### src/rtl/voter_pkg.sv
// Shared constants for the TMR voter: FSM state encodings, replica bit
// positions within the rep_bad mask, and a small helper.
package voter_pkg;

  // Voter FSM state encodings, visible on the voter_state output.
  localparam logic [1:0] ST_NORMAL   = 2'd0;
  localparam logic [1:0] ST_DEGRADED = 2'd1;
  localparam logic [1:0] ST_FAILED   = 2'd2;
  localparam logic [1:0] ST_RESYNC   = 2'd3;

  // Replica bit positions in rep_bad and in per-replica fault vectors.
  localparam int REP_A = 0;
  localparam int REP_B = 1;
  localparam int REP_C = 2;

  // Number of replicas currently flagged in a 3-bit mask.
  function automatic logic [1:0] popcount3(input logic [2:0] m);
    return {1'b0, m[0]} + {1'b0, m[1]} + {1'b0, m[2]};
  endfunction

endpackage

### src/rtl/voter_field_cmp.sv
// Majority compare for a single voted field. Masked replicas take no part
// in the vote; with one replica masked the remaining two must agree, with
// two or more masked no majority can be formed. diff_o flags every unmasked
// replica that disagrees with the majority (only meaningful when ok_o=1).
module voter_field_cmp
  import voter_pkg::*;
#(
  parameter int WIDTH = 32
) (
  input  logic [WIDTH-1:0] a_i,
  input  logic [WIDTH-1:0] b_i,
  input  logic [WIDTH-1:0] c_i,
  input  logic [2:0]       mask_i,
  output logic [WIDTH-1:0] maj_o,
  output logic             ok_o,
  output logic [2:0]       diff_o
);

  // Pick the majority word for this field and flag disagreeing replicas.
  always_comb begin
    maj_o  = '0;
    ok_o   = 1'b0;
    diff_o = 3'b000;
    case (mask_i)
      3'b000: begin
        if (a_i == b_i || a_i == c_i) begin
          maj_o = a_i;
          ok_o  = 1'b1;
        end else if (b_i == c_i) begin
          maj_o = b_i;
          ok_o  = 1'b1;
        end
      end
      3'b001: begin
        if (b_i == c_i) begin
          maj_o = b_i;
          ok_o  = 1'b1;
        end
      end
      3'b010: begin
        if (a_i == c_i) begin
          maj_o = a_i;
          ok_o  = 1'b1;
        end
      end
      3'b100: begin
        if (a_i == b_i) begin
          maj_o = a_i;
          ok_o  = 1'b1;
        end
      end
      default: begin
        ok_o = 1'b0;
      end
    endcase
    if (ok_o) begin
      diff_o[REP_A] = !mask_i[REP_A] && (a_i != maj_o);
      diff_o[REP_B] = !mask_i[REP_B] && (b_i != maj_o);
      diff_o[REP_C] = !mask_i[REP_C] && (c_i != maj_o);
    end
  end

endmodule

### src/rtl/voter_tmr_param.sv
// Parameterised TMR voter. Votes NFIELD fields of three replicas each cycle
// vote_en is high, registers the voted word, tracks consecutive and lifetime
// faults per replica, masks replicas that stay faulty, and runs a small
// health FSM that requests a resync from an external controller.
// Handshake: resync_req is a level that stays high while the voter is
// DEGRADED or FAILED; the controller answers by raising resync_ack, which is
// sampled on a clock edge and moves the voter into RESYNC for one cycle.
module voter_tmr_param
  import voter_pkg::*;
#(
  parameter int WIDTH    = 32,
  parameter int NFIELD   = 4,
  parameter int FAULT_TH = 3,
  parameter int CNT_W    = 8
) (
  input  logic                    clk,
  input  logic                    rst_in,
  input  logic                    vote_en,
  input  logic [WIDTH*NFIELD-1:0] in_a,
  input  logic [WIDTH*NFIELD-1:0] in_b,
  input  logic [WIDTH*NFIELD-1:0] in_c,
  output logic [WIDTH*NFIELD-1:0] vote_out,
  output logic                    vote_valid,
  output logic                    err_uncorr,
  output logic [2:0]              rep_bad,
  output logic [CNT_W-1:0]        err_cnt_a,
  output logic [CNT_W-1:0]        err_cnt_b,
  output logic [CNT_W-1:0]        err_cnt_c,
  output logic [1:0]              voter_state,
  output logic                    resync_req,
  input  logic                    resync_ack
);

  localparam int TW = (FAULT_TH < 1) ? 1 : $clog2(FAULT_TH + 1);
  localparam logic [TW-1:0] TH = TW'(FAULT_TH);

  logic [WIDTH*NFIELD-1:0] maj_word;
  logic [NFIELD-1:0]       field_ok;
  logic [2:0]              field_diff [NFIELD];

  logic                    uncorr;
  logic [2:0]              faulty;
  logic                    vote_act;

  logic [1:0]              state_q,   state_d;
  logic [WIDTH*NFIELD-1:0] out_q,     out_d;
  logic                    valid_q,   valid_d;
  logic                    uncorr_q,  uncorr_d;
  logic [2:0]              bad_q,     bad_d;
  logic [TW-1:0]           cons_q [3];
  logic [TW-1:0]           cons_d [3];
  logic [CNT_W-1:0]        err_q  [3];
  logic [CNT_W-1:0]        err_d  [3];

  for (genvar k = 0; k < NFIELD; k++) begin : g_field
    voter_field_cmp #(
      .WIDTH (WIDTH)
    ) u_cmp (
      .a_i    (in_a[k*WIDTH +: WIDTH]),
      .b_i    (in_b[k*WIDTH +: WIDTH]),
      .c_i    (in_c[k*WIDTH +: WIDTH]),
      .mask_i (bad_q),
      .maj_o  (maj_word[k*WIDTH +: WIDTH]),
      .ok_o   (field_ok[k]),
      .diff_o (field_diff[k])
    );
  end

  // Fold per-field results: any field without a majority spoils the vote,
  // and a replica is faulty if it disagrees in any field.
  always_comb begin
    uncorr = ~&field_ok;
    faulty = 3'b000;
    for (int k = 0; k < NFIELD; k++) begin
      faulty = faulty | field_diff[k];
    end
  end

  // Votes are ignored for the single RESYNC cycle.
  assign vote_act = vote_en && (state_q != ST_RESYNC);

  // Next-state: vote result, fault counters, replica mask and FSM.
  always_comb begin
    state_d  = state_q;
    out_d    = out_q;
    valid_d  = 1'b0;
    uncorr_d = uncorr_q;
    bad_d    = bad_q;
    cons_d   = cons_q;
    err_d    = err_q;

    if (vote_act) begin
      uncorr_d = uncorr;
      if (!uncorr) begin
        out_d   = maj_word;
        valid_d = 1'b1;
      end
      for (int r = 0; r < 3; r++) begin
        if (!bad_q[r]) begin
          if (faulty[r]) begin
            if (cons_q[r] < TH) cons_d[r] = cons_q[r] + 1'b1;
            if (err_q[r] != '1) err_d[r] = err_q[r] + 1'b1;
            if (cons_d[r] >= TH) bad_d[r] = 1'b1;
          end else begin
            cons_d[r] = '0;
          end
        end
      end
    end

    case (state_q)
      ST_NORMAL: begin
        if ((vote_act && uncorr) || popcount3(bad_d) >= 2'd2) begin
          state_d = ST_FAILED;
        end else if (popcount3(bad_d) == 2'd1) begin
          state_d = ST_DEGRADED;
        end
      end
      ST_DEGRADED: begin
        if ((vote_act && uncorr) || popcount3(bad_d) >= 2'd2) begin
          state_d = ST_FAILED;
        end else if (resync_ack) begin
          state_d = ST_RESYNC;
        end
      end
      ST_FAILED: begin
        if (resync_ack) state_d = ST_RESYNC;
      end
      default: begin
        state_d = ST_NORMAL;
        bad_d   = 3'b000;
        for (int r = 0; r < 3; r++) cons_d[r] = '0;
      end
    endcase
  end

  // State registers with synchronous active-low reset.
  always_ff @(posedge clk) begin
    if (!rst_in) begin
      state_q  <= ST_NORMAL;
      out_q    <= '0;
      valid_q  <= 1'b0;
      uncorr_q <= 1'b0;
      bad_q    <= 3'b000;
      for (int r = 0; r < 3; r++) begin
        cons_q[r] <= '0;
        err_q[r]  <= '0;
      end
    end else begin
      state_q  <= state_d;
      out_q    <= out_d;
      valid_q  <= valid_d;
      uncorr_q <= uncorr_d;
      bad_q    <= bad_d;
      for (int r = 0; r < 3; r++) begin
        cons_q[r] <= cons_d[r];
        err_q[r]  <= err_d[r];
      end
    end
  end

  assign vote_out    = out_q;
  assign vote_valid  = valid_q;
  assign err_uncorr  = uncorr_q;
  assign rep_bad     = bad_q;
  assign err_cnt_a   = err_q[REP_A];
  assign err_cnt_b   = err_q[REP_B];
  assign err_cnt_c   = err_q[REP_C];
  assign voter_state = state_q;
  assign resync_req  = (state_q == ST_DEGRADED) || (state_q == ST_FAILED);

endmodule

### config.mk
export PLATFORM = sky130hd
export DESIGN_NAME = voter_tmr_param
export DESIGN_NICKNAME = d
export VERILOG_FILES = /design/src/rtl/voter_pkg.sv /design/src/rtl/voter_field_cmp.sv /design/src/rtl/voter_tmr_param.sv
export SDC_FILE = /design/constraint.sdc
export NUM_CORES = 1
export LEC_CHECK = 0
export BUFFER_PORTS_ARGS = -buffer_cell sky130_fd_sc_hd__buf_2
export CORE_ASPECT_RATIO = 0.5
export CORE_MARGIN = 2
export CORE_UTILIZATION = 55
export DETAILED_ROUTE_END_ITERATION = 10
export PLACE_DENSITY_LB_ADDON = 0.05
export SYNTH_ARGS = -nofsm -noshare
export SYNTH_HDL_FRONTEND = slang
export SYNTH_HIERARCHICAL = 1
export SYNTH_SLANG_ARGS = --single-unit
### constraint.sdc
create_clock -name clk -period 6.39 [get_ports clk]
set_input_delay 0.9585 -clock clk [delete_from_list [all_inputs] [get_ports clk]]
set_output_delay 0.9585 -clock clk [all_outputs]
set_load 0.01 [all_outputs]
==> results.cfg <==
[critical_path]
critical_path.most_common_cell = nor4_1
worstSetupPathType = input port to register
cp_max_fo = 31
required_ns = 6.74
cp-start-kind = input port
worstPathCellList = buf_2 > xnor2_1 > nand4_1 > nor4_1 > nand2_1 > o32ai_4 > buf_12 > a21oi_1 > a2111oi_0 > buf_4 > nand3_1 > nor4_1 > nor4_1 > or4_1 > a31oi_1 > fa_1 > nand3_1 > a21oi_1 > o31ai_1
slowest_delay_ns = 0.70
end_kind = register
crit_slowest_cell = a2111oi_0
timing.rr.start = rep_bad[2]
arrival_ns = 6.50
rrSetupSlack_ns = 1.05
crit_start = in_b[5]
r2r-end = voter_state[0]
r2r_cells = 15
cp-endpoint = voter_state[0]

[synth]
syn_inst = 2643
synth.top_cell.area_share_pct = 17.1
synth.most_common_cell = nand2_1
synth-edff-count = 0
netlist_area_sq_um = 19400
async_flop_share_pct = 0
synth_nets = 3039
synth_seq_area_share_pct = 17.0
synth_area_leaders = xnor2_1 (17%), dfxtp_1 (17%), nand2_1 (7.7%), xor2_1 (6.2%), a21oi_1 (4.6%)
ys_warn_count = 6
synthFlopType = dfxtp_1
syn_area_per_cell_sq_um = 7.34
synth_area_leader_cell = xnor2_1
ys_ff_latch = 165
synthTopCellsByCount = nand2_1 (399), xnor2_1 (380), inv_1 (193)
synthDistinctLibCells = 63

[drt]
ant_nets = 0
drtPass1Iterations = 10
drc_errors = 0
wire_per_inst_um = 25.2
avgViaCountPerCell = 6.60
drtIter0Drc = 3725
vias = 23076
drt_wl_total_um = 87900

[timing]
finalSetupViolCount = 0
relSlewSlack_pct = 25.8
clock.fmax_mhz = 163
hold_ws_ns = 0.452
rsz0062_at_grt = false
tns_ns = 0
max_slew.worst_pin.slew_ns = 1.11
setup_ws_ns = 0.241
clock_skew_ns = 0.0231
post-route-min-period_ns = 6.15
fin_crit_sh_pct = 96.2
finalMaxSlewViolations = 0
finalHoldViolations = 0

[die]
die_x_um = 270
ios = 548
initial_utilization_pct = 56.1
die_height_um = 137
core_area_sq_um = 34600
die_area_sq_um = 36900
rows = 48

[cts]
h-tree-depth = 4
cts_tree = built
cts_root_buf = clkbuf_16
cts_sinks = 165
clk_pin_slew_worst_paths_ns = 0.07
cts_buffer_depth = 2
cts_buffers = 17
clk_latency_ns = 0.46

[pwr]
ir_worst_vdd_uv = 148
p_leak_uw = 0.00914
p_per_area_nw_per_um2 = 138
p_total_uw = 3110

[grt]
grt_max_degree = 82
grt-ovfl-total = 0
grt_pass1_vias = 20797
antenna_found_initial = 10
grt_pass1_wl_um = 128000
track_usage_pct = 45.2

[finish]
regArea_sq_um = 3300
drive_above_1_share_pct = 23.9
area_delta_synth_final_pct = 15.7
nNetsFinal = 3394
utilization_pct = 64.9
multiInputGateArea_sq_um = 13600
fillers = 3238

[placement]
hpwl_um = 68900
place_congestion = 1.14
io_buffers = 547
place_ws_ns = -0.00442

[worst_hold_path]
hold_path.class = register to register

[status]
status = finished clean

[flow_run]
maxCapViolations = 0
==> state kept, by name (all words and copies together) (netlist names) <==
signal       count
err_cnt_a        8
vote_valid       1
err_uncorr       1
vote_out       128
voter_state      2
cons_q           6
err_cnt_c        8
rep_bad          3
err_cnt_b        8
==> power by group <==
part           total (uW)  internal [uW]  switching, uW
registers            1040           1030           9.38
logic                1000            383            620
clock network        1060            530            531
==> repair_timing <==
item,4_1_cts,5_1_grt
hold buffers,0,0
gates resized for setup,0,1
endpoints found under the hold margin,0,0
buffers inserted,0,0
setup endpoints to repair,0,1
==> per-layer routing <==
layer	global-route usage [%]	vias to the layer above	share of wire (%)
met5	0	-	0.030
met1	58.2	10762	38
met4	24.6	4	5.9
met2	68.9	1851	42
li1	-	10079	-
met3	12.6	380	13
==> worst min-delay path by stage <==
stage,depth (start not counted),end,start
floorplan,2,cons_q[0],cons_q[0]
global placement,2,vote_out[57],vote_out[57]
detailed placement,2,vote_out[105],vote_out[105]
CTS,2,vote_out[59],vote_out[59]
global route,2,vote_out[33],vote_out[33]
finish,2,vote_out[59],vote_out[59]
==> cell type report <==
cell class / count / area share, %
Clock buffer: 17 / 1.89
Tap cell: 475 / 2.65
Multi-Input combinational cell: 1979 / 60.6
Inverter: 194 / 3.25
Timing Repair Buffer: 641 / 16.0
Antenna cell: 8 / 0.0892
Clock inverter: 15 / 0.819
Sequential cell: 165 / 14.7
==> metrics by stage <==
stage | cell area (sq um) | std cells
floorplan | 19400 | 2643
global placement | 21800 | 3454
detailed placement | 21800 | 3454
CTS | 22400 | 3486
global route | 22500 | 3494
finish | 22500 | 3494
==> cells by family after synthesis <==
group | synth area share [%]
simple gates | 19.5
compound gates | 26.0
xor+xnor | 23.4
fa+ha+maj | 0.554
flops | 17.0
buf+inv | 13.3
mux | 0.361
==> critical path: cells and delay by family <==
| kind | cells | cell delay, ns |
|---|---|---|
| buffers and inverters | 3 | 0.63 |
| and+or+nand+nor | 8 | 2.19 |
| AOI/OAI and AO/OA | 6 | 1.86 |
| adders and majority gates | 1 | 0.49 |
| xor gates and xnor gates | 1 | 0.36 |
==> placed cells by master (no fill, tap or decap), drive strengths merged, types with 8 or more instances in the layout <==
master / synthesis / final
buf: 195 / 641
nand2: 399 / 399
xnor2: 380 / 380
inv: 194 / 200
a21oi: 179 / 179
dfxtp: 165 / 165
xor2: 138 / 138
nand4: 104 / 104
nand3: 76 / 76
nor4: 72 / 72
a32o: 64 / 64
a31oi: 59 / 59
a32oi: 53 / 53
a21boi: 52 / 52
o22ai: 44 / 44
o21ai: 41 / 41
nor2: 28 / 28
a2111oi: 28 / 28
a22oi: 24 / 24
a221oi: 24 / 24
a22o: 24 / 24
nor3: 18 / 18
clkbuf: 110 / 17
or4: 14 / 14
a221o: 13 / 13
or3: 12 / 12
a222oi: 12 / 12
nor2b: 9 / 9
o221ai: 9 / 9
diode: 0 / 8
nand3b: 8 / 8
o2bb2ai: 8 / 8
clkinv: 0 / 8
Power figures use the tool's default switching activity.
